## src/rtl/dmem_ctrl.sv

```systemverilog
// dmem_ctrl: data-memory access controller between the pipeline memory stage and a
// single-port SRAM. It handles byte/half/word loads and stores, detects misalignment,
// extends load data and aborts accesses the SRAM never acknowledges.
//
// Ports:
//   clk, rst          clock, asynchronous active-high reset
//   req_read/req_write, req_addr, req_wdata, req_size, req_unsigned
//                     memory-stage request, held stable while mem_stall=1
//   mem_stall         combinational pipeline hold
//   rdata, done, misalign_err, timeout_err
//                     completion pulse with load data and error qualifiers
//   sram_req/we/addr/be/wdata, sram_ack/rdata
//                     SRAM request/acknowledge port (word addressed)
//
// Optional feature: define DMEM_CTRL_WBUF_EN to add a one-entry posted write buffer.
module dmem_ctrl #(
  parameter int unsigned TIMEOUT = 255
) (
  input  logic        clk,
  input  logic        rst,
  input  logic        req_read,
  input  logic        req_write,
  input  logic [31:0] req_addr,
  input  logic [31:0] req_wdata,
  input  logic [1:0]  req_size,
  input  logic        req_unsigned,
  output logic        mem_stall,
  output logic [31:0] rdata,
  output logic        done,
  output logic        misalign_err,
  output logic        timeout_err,
  output logic        sram_req,
  output logic        sram_we,
  output logic [29:0] sram_addr,
  output logic [3:0]  sram_be,
  output logic [31:0] sram_wdata,
  input  logic        sram_ack,
  input  logic [31:0] sram_rdata
);

  typedef enum logic [1:0] {StIdle, StAccess, StDone} state_e;

  localparam logic [9:0] TimeoutLast = 10'(TIMEOUT - 1);

  state_e      state_q, state_d;
  logic [9:0]  cnt_q;
  logic [29:0] addr_q;
  logic [1:0]  off_q;
  logic [1:0]  size_q;
  logic        uns_q;
  logic        we_q;
  logic [3:0]  be_q;
  logic [31:0] wdata_q;
  logic [31:0] rdata_q;
  logic        mis_q;
  logic        tmo_q;

  logic        is_req;
  logic        misaligned;
  logic [3:0]  be_c;
  logic [31:0] wdata_c;
  logic        accept;
  logic        timed_out;
  logic        wb_capture;
  logic        wb_block;
  logic [31:0] lane;
  logic [31:0] load_ext;

  assign is_req     = req_read | req_write;
  // Size 11 is treated as a word, so any size with bit 1 set needs word alignment.
  assign misaligned = ((req_size == 2'b01) && req_addr[0]) ||
                      (req_size[1] && (req_addr[1:0] != 2'b00));
  assign timed_out  = (cnt_q == TimeoutLast);

  always_comb begin
    be_c    = 4'b1111;
    wdata_c = req_wdata;
    unique case (req_size)
      2'b00: begin
        be_c    = 4'b0001 << req_addr[1:0];
        wdata_c = {4{req_wdata[7:0]}};
      end
      2'b01: begin
        be_c    = 4'b0011 << req_addr[1:0];
        wdata_c = {2{req_wdata[15:0]}};
      end
      default: ;
    endcase
  end

  // Load lane selection and extension from the captured request.
  assign lane = sram_rdata >> {off_q, 3'b000};
  always_comb begin
    load_ext = lane;
    unique case (size_q)
      2'b00:   load_ext = uns_q ? {24'b0, lane[7:0]} : {{24{lane[7]}}, lane[7:0]};
      2'b01:   load_ext = uns_q ? {16'b0, lane[15:0]} : {{16{lane[15]}}, lane[15:0]};
      default: ;
    endcase
  end

`ifdef DMEM_CTRL_WBUF_EN
  logic        wb_valid_q;
  logic        wb_done_q;
  logic [29:0] wb_addr_q;
  logic [3:0]  wb_be_q;
  logic [31:0] wb_wdata_q;

  assign wb_capture = (state_q == StIdle) && req_write && !misaligned && !wb_valid_q;
  // While the buffer drains it owns the SRAM port; only misaligned stores bypass it.
  assign wb_block   = wb_valid_q && (req_read || !misaligned);
  assign done       = (state_q == StDone) | wb_done_q;

  always_ff @(posedge clk or posedge rst) begin
    if (rst) begin
      wb_valid_q <= 1'b0;
      wb_done_q  <= 1'b0;
      wb_addr_q  <= '0;
      wb_be_q    <= '0;
      wb_wdata_q <= '0;
    end else begin
      wb_done_q <= wb_capture;
      if (wb_capture) begin
        wb_valid_q <= 1'b1;
        wb_addr_q  <= req_addr[31:2];
        wb_be_q    <= be_c;
        wb_wdata_q <= wdata_c;
      end else if (wb_valid_q && sram_ack) begin
        wb_valid_q <= 1'b0;
      end
    end
  end
`else
  assign wb_capture = 1'b0;
  assign wb_block   = 1'b0;
  assign done       = (state_q == StDone);
`endif

  assign accept = (state_q == StIdle) && is_req && !wb_block && !wb_capture;

  always_comb begin
    state_d   = state_q;
    mem_stall = 1'b0;
    unique case (state_q)
      StIdle: begin
        mem_stall = is_req && !wb_capture;
        if (accept) state_d = misaligned ? StDone : StAccess;
      end
      StAccess: begin
        mem_stall = 1'b1;
        if (sram_ack || timed_out) state_d = StDone;
      end
      StDone:  state_d = StIdle;
      default: state_d = StIdle;
    endcase
  end

  always_comb begin
    sram_req   = (state_q == StAccess);
    sram_we    = (state_q == StAccess) && we_q;
    sram_be    = (state_q == StAccess) ? be_q : 4'b0000;
    sram_addr  = addr_q;
    sram_wdata = wdata_q;
`ifdef DMEM_CTRL_WBUF_EN
    if (wb_valid_q) begin
      sram_req   = 1'b1;
      sram_we    = 1'b1;
      sram_be    = wb_be_q;
      sram_addr  = wb_addr_q;
      sram_wdata = wb_wdata_q;
    end
`endif
  end

  always_ff @(posedge clk or posedge rst) begin
    if (rst) begin
      state_q <= StIdle;
      cnt_q   <= '0;
      addr_q  <= '0;
      off_q   <= '0;
      size_q  <= '0;
      uns_q   <= 1'b0;
      we_q    <= 1'b0;
      be_q    <= '0;
      wdata_q <= '0;
      rdata_q <= '0;
      mis_q   <= 1'b0;
      tmo_q   <= 1'b0;
    end else begin
      state_q <= state_d;
      if (accept) begin
        cnt_q   <= '0;
        addr_q  <= req_addr[31:2];
        off_q   <= req_addr[1:0];
        size_q  <= req_size;
        uns_q   <= req_unsigned;
        we_q    <= req_write;
        be_q    <= be_c;
        wdata_q <= wdata_c;
        rdata_q <= '0;
        mis_q   <= misaligned;
        tmo_q   <= 1'b0;
      end else if (state_q == StAccess) begin
        cnt_q <= cnt_q + 10'd1;
        if (sram_ack) begin
          if (!we_q) rdata_q <= load_ext;
        end else if (timed_out) begin
          tmo_q <= 1'b1;
        end
      end
    end
  end

  assign rdata        = rdata_q;
  assign misalign_err = (state_q == StDone) && mis_q;
  assign timeout_err  = (state_q == StDone) && tmo_q;

endmodule

```

## config.mk

```make
export PLATFORM = sky130hd
export DESIGN_NAME = dmem_ctrl
export DESIGN_NICKNAME = d
export VERILOG_FILES = /design/src/rtl/dmem_ctrl.sv
export SDC_FILE = /design/constraint.sdc
export NUM_CORES = 1
export LEC_CHECK = 0
export ABC_AREA = 1
export BUFFER_PORTS_ARGS = -buffer_cell sky130_fd_sc_hd__buf_2
export CAP_MARGIN = 15
export CORE_MARGIN = 3
export CORE_UTILIZATION = 50
export DETAILED_ROUTE_END_ITERATION = 12
export PLACE_DENSITY = 0.8
export SYNTH_ARGS = -nofsm -noshare
export SYNTH_HDL_FRONTEND = slang
export SYNTH_SLANG_ARGS = --single-unit
```

## constraint.sdc

```tcl
create_clock -name clk -period 3.87 [get_ports clk]
set_input_delay 0 -clock clk [delete_from_list [all_inputs] [get_ports clk]]
set_output_delay 0 -clock clk [all_outputs]
set_load 0.02 [all_outputs]
```

==> metrics <==
Storage cell area=2950 um^2; Worst-path clk slew=0.06 ns; global route overflow=0; Synth area leaders=dfrtp_1 (51%), nand2_1 (21%), nand3_1 (3.9%); Post-Synthesis Cells=745; Die Wd=114 um; Chip Height=114 um; nets=1,124; status=complete, no violations; Final setup viols=0; Longest Clk Path Bufs=2; CP required=4.16 ns; Fin Setup TNS=0 ns; max-cap viol count=0; detailed-route via count=6,430; Crit. End Element=flop; gr usage total=32.1%; setup ws final=1.01 ns; Post-DP HPWL=11.3 mm; DRC viols=0; Pwr Total=6.91 mW; Netlist cell types=32; Syn Area/Cell=7.76 um^2; Net Sw Frac=45.8%; max-slew violation count=0; CTS root buf=clkbuf_16; PostCTS Resize Cnt=0; insertion delay to the later sink of the worst-skew pair=0.40 ns; cts bufs inserted=17; Seq pwr share=31.6%; Hold Crit Start=sram_rdata[29]; final weighted congestion of routability-driven global placement=0.909; Worst Setup SP=state_q[0]; routed len/inst=17.6 um; remaining antenna violation count=0; RSZ-0062 raised after global routing=no; Worst EP arrival=3.15 ns; antenna violations before repair=0; clk sinks=118; Seq/Total Area, Yosys=51.1%; core area=11,100 um^2; CP Launch Type=flop; Rel. slew slack=36.6%; Hold Path Class=in2reg; input/output buffers=207; Post-Place Worst Slack=1.62 ns; Finished Layout Cells=1,171; drt pass-1 iters=6; sw power=3.16 mW; routed vias/inst=5.49; post-synth top area share=51.1%; CP max FO=55; area of the die=12,900 um^2; layout cells sized above 1=25.7%; # IOs=208; Iter 0 DRT Violations=725; Multi-input gate area=2440 um^2; Ys Warns=0; Fillers=749; P per Cell Area=839 nW/um^2; final hold vios=0; Comb power frac=45.5%; Clock Power Share=22.9%; Leakage=4.45 nW; via count of the first global-routing pass=6,476; synthesized area=5780 um^2; final worst path period need=2.86 ns; Crit Path Category=reg2reg; Starting Density=52.2%; Max H-tree Level=4; pin count of the biggest net entering global routing=85; CTS tree=done; site row count=38; clk_skew=0.00897 ns; Mapped Nets=851; RR Startpoint=state_q[0]; Worst-Margin Slew=0.950 ns; Cells after DPL=1,054; area grow syn2layout=42.4%; Post-Route WL=20.6 mm; Period Utilization, post-route=73.9%; internal power=3.75 mW; synthesized flop and latch total=118; fmax=350 MHz; dominant cell type by area after synthesis=dfrtp_1; Max IR drop VDD=0.000528 V; global-route wire length before repair=32.7 mm; antenna cells=0
## critical path, cell delays in order, from the launching register on
cell,delay (ns)
dfrtp_1,0.43
nor2_1,0.16
nand2_2,0.08
inv_2,0.69
nand2_1,0.50
o22ai_1,0.25
nor2_1,0.06
dlygate4sd3_1,0.57
## sequential cells by signal (all words and copies together) (netlist names)
| register | flops |
|---|---|
| uns_q | 1 |
| sram_wdata | 32 |
| tmo_q | 1 |
| size_q | 2 |
| we_q | 1 |
| be_q | 4 |
| off_q | 2 |
| sram_addr | 30 |
| state_q | 2 |
| mis_q | 1 |
| cnt_q | 10 |
| rdata | 32 |
## cells in the mapped netlist
cell	n
a21oi_1	26
a22oi_1	2
a31oi_1	7
a41oi_1	8
buf_2	26
buf_4	5
buf_6	5
clkbuf_1	6
clkinv_1	2
dfrtp_1	118
ha_1	2
inv_1	30
inv_2	4
inv_6	1
nand2_1	331
nand2_2	1
nand2_4	1
nand3_1	45
nand3_2	1
nand3_4	2
nand3b_1	1
nand4_1	2
nor2_1	43
nor2_2	1
nor2_4	1
nor2_8	1
nor3_1	14
o211ai_1	8
o21ai_0	34
o21ai_1	2
o22ai_1	8
or2_2	7
## worst paths after layout
check                                 end  slack [ns]  cells after the start
min in group asynchronous   sram_addr[29]        0.35                      3
hold / removal                  rdata[29]        0.02                      5
setup reg to reg           sram_wdata[23]        1.01                      7
max in group asynchronous           uns_q        2.64                      4
hold reg to reg             sram_addr[12]        0.47                      2
setup / recovery           sram_wdata[23]        1.01                      7
## cell families after synthesis
group           Yosys count  share of synthesized area (%)
simple gates            451                           32.2
flops                   118                           51.1
compound gates           95                           9.50
buf+inv                  79                           6.75
fa+ha+maj                 2                          0.433
## per-layer routing
metal  up-vias  GRT usage, %  routed length, um  part of all wire [%]
met5         -             0                  0                     0
met4         0          15.2                825                   4.0
met3        78          7.90               1990                   9.7
met2       457          53.8               9970                    48
met1      2955          39.0               7780                    38
li1       2940             -                  -                     -
## power groups by stage
stage	combinational, mW	clock, mW	sequential [mW]
finish	3.14	1.58	2.18
global route	3.42	1.65	2.24
CTS	3.01	1.59	2.13
detailed placement	2.88	0	2.12
global placement	2.84	0	2.13
floorplan	1.59	0	2.59
## area by class of cell
type / count / share of cell area [%]
Inverter: 37 / 1.78
Sequential cell: 118 / 35.9
Timing Repair Buffer: 296 / 23.3
Clock buffer: 19 / 5.50
Clock inverter: 13 / 1.79
Multi-Input combinational cell: 548 / 29.6
Tap cell: 140 / 2.13
## metrics by stage
stage,area [um^2],hold slack (ns),utilization [%]
floorplan,5780,0.110,-
global placement,6780,0.193,61.2
detailed placement,6780,0.196,61.2
CTS,8230,0.00420,74.3
global route,8230,0.0166,74.3
finish,8230,0.0174,74.3
## cell usage in the layout, fill, tap and decap left out, types with 7 or more instances in the layout
cell	Yosys	routed
a31oi_1	7	7
or2_2	7	7
o211ai_1	8	8
a41oi_1	8	8
o22ai_1	8	8
buf_2	26	207
o21ai_0	34	34
clkbuf_16	0	17
nor2_1	43	43
nand2_1	331	330
inv_1	30	29
dfrtp_1	118	118
nor3_1	14	14
a21oi_1	26	26
nand3_1	45	45
dlygate4sd3_1	0	85
## repair_timing
action	4_1_cts	5_1_grt
endpoints found under the setup margin	0	0
hold endpoints to repair	140	0
hold buffers	85	0
setup buffers	0	0
Power figures use the tool's default switching activity.
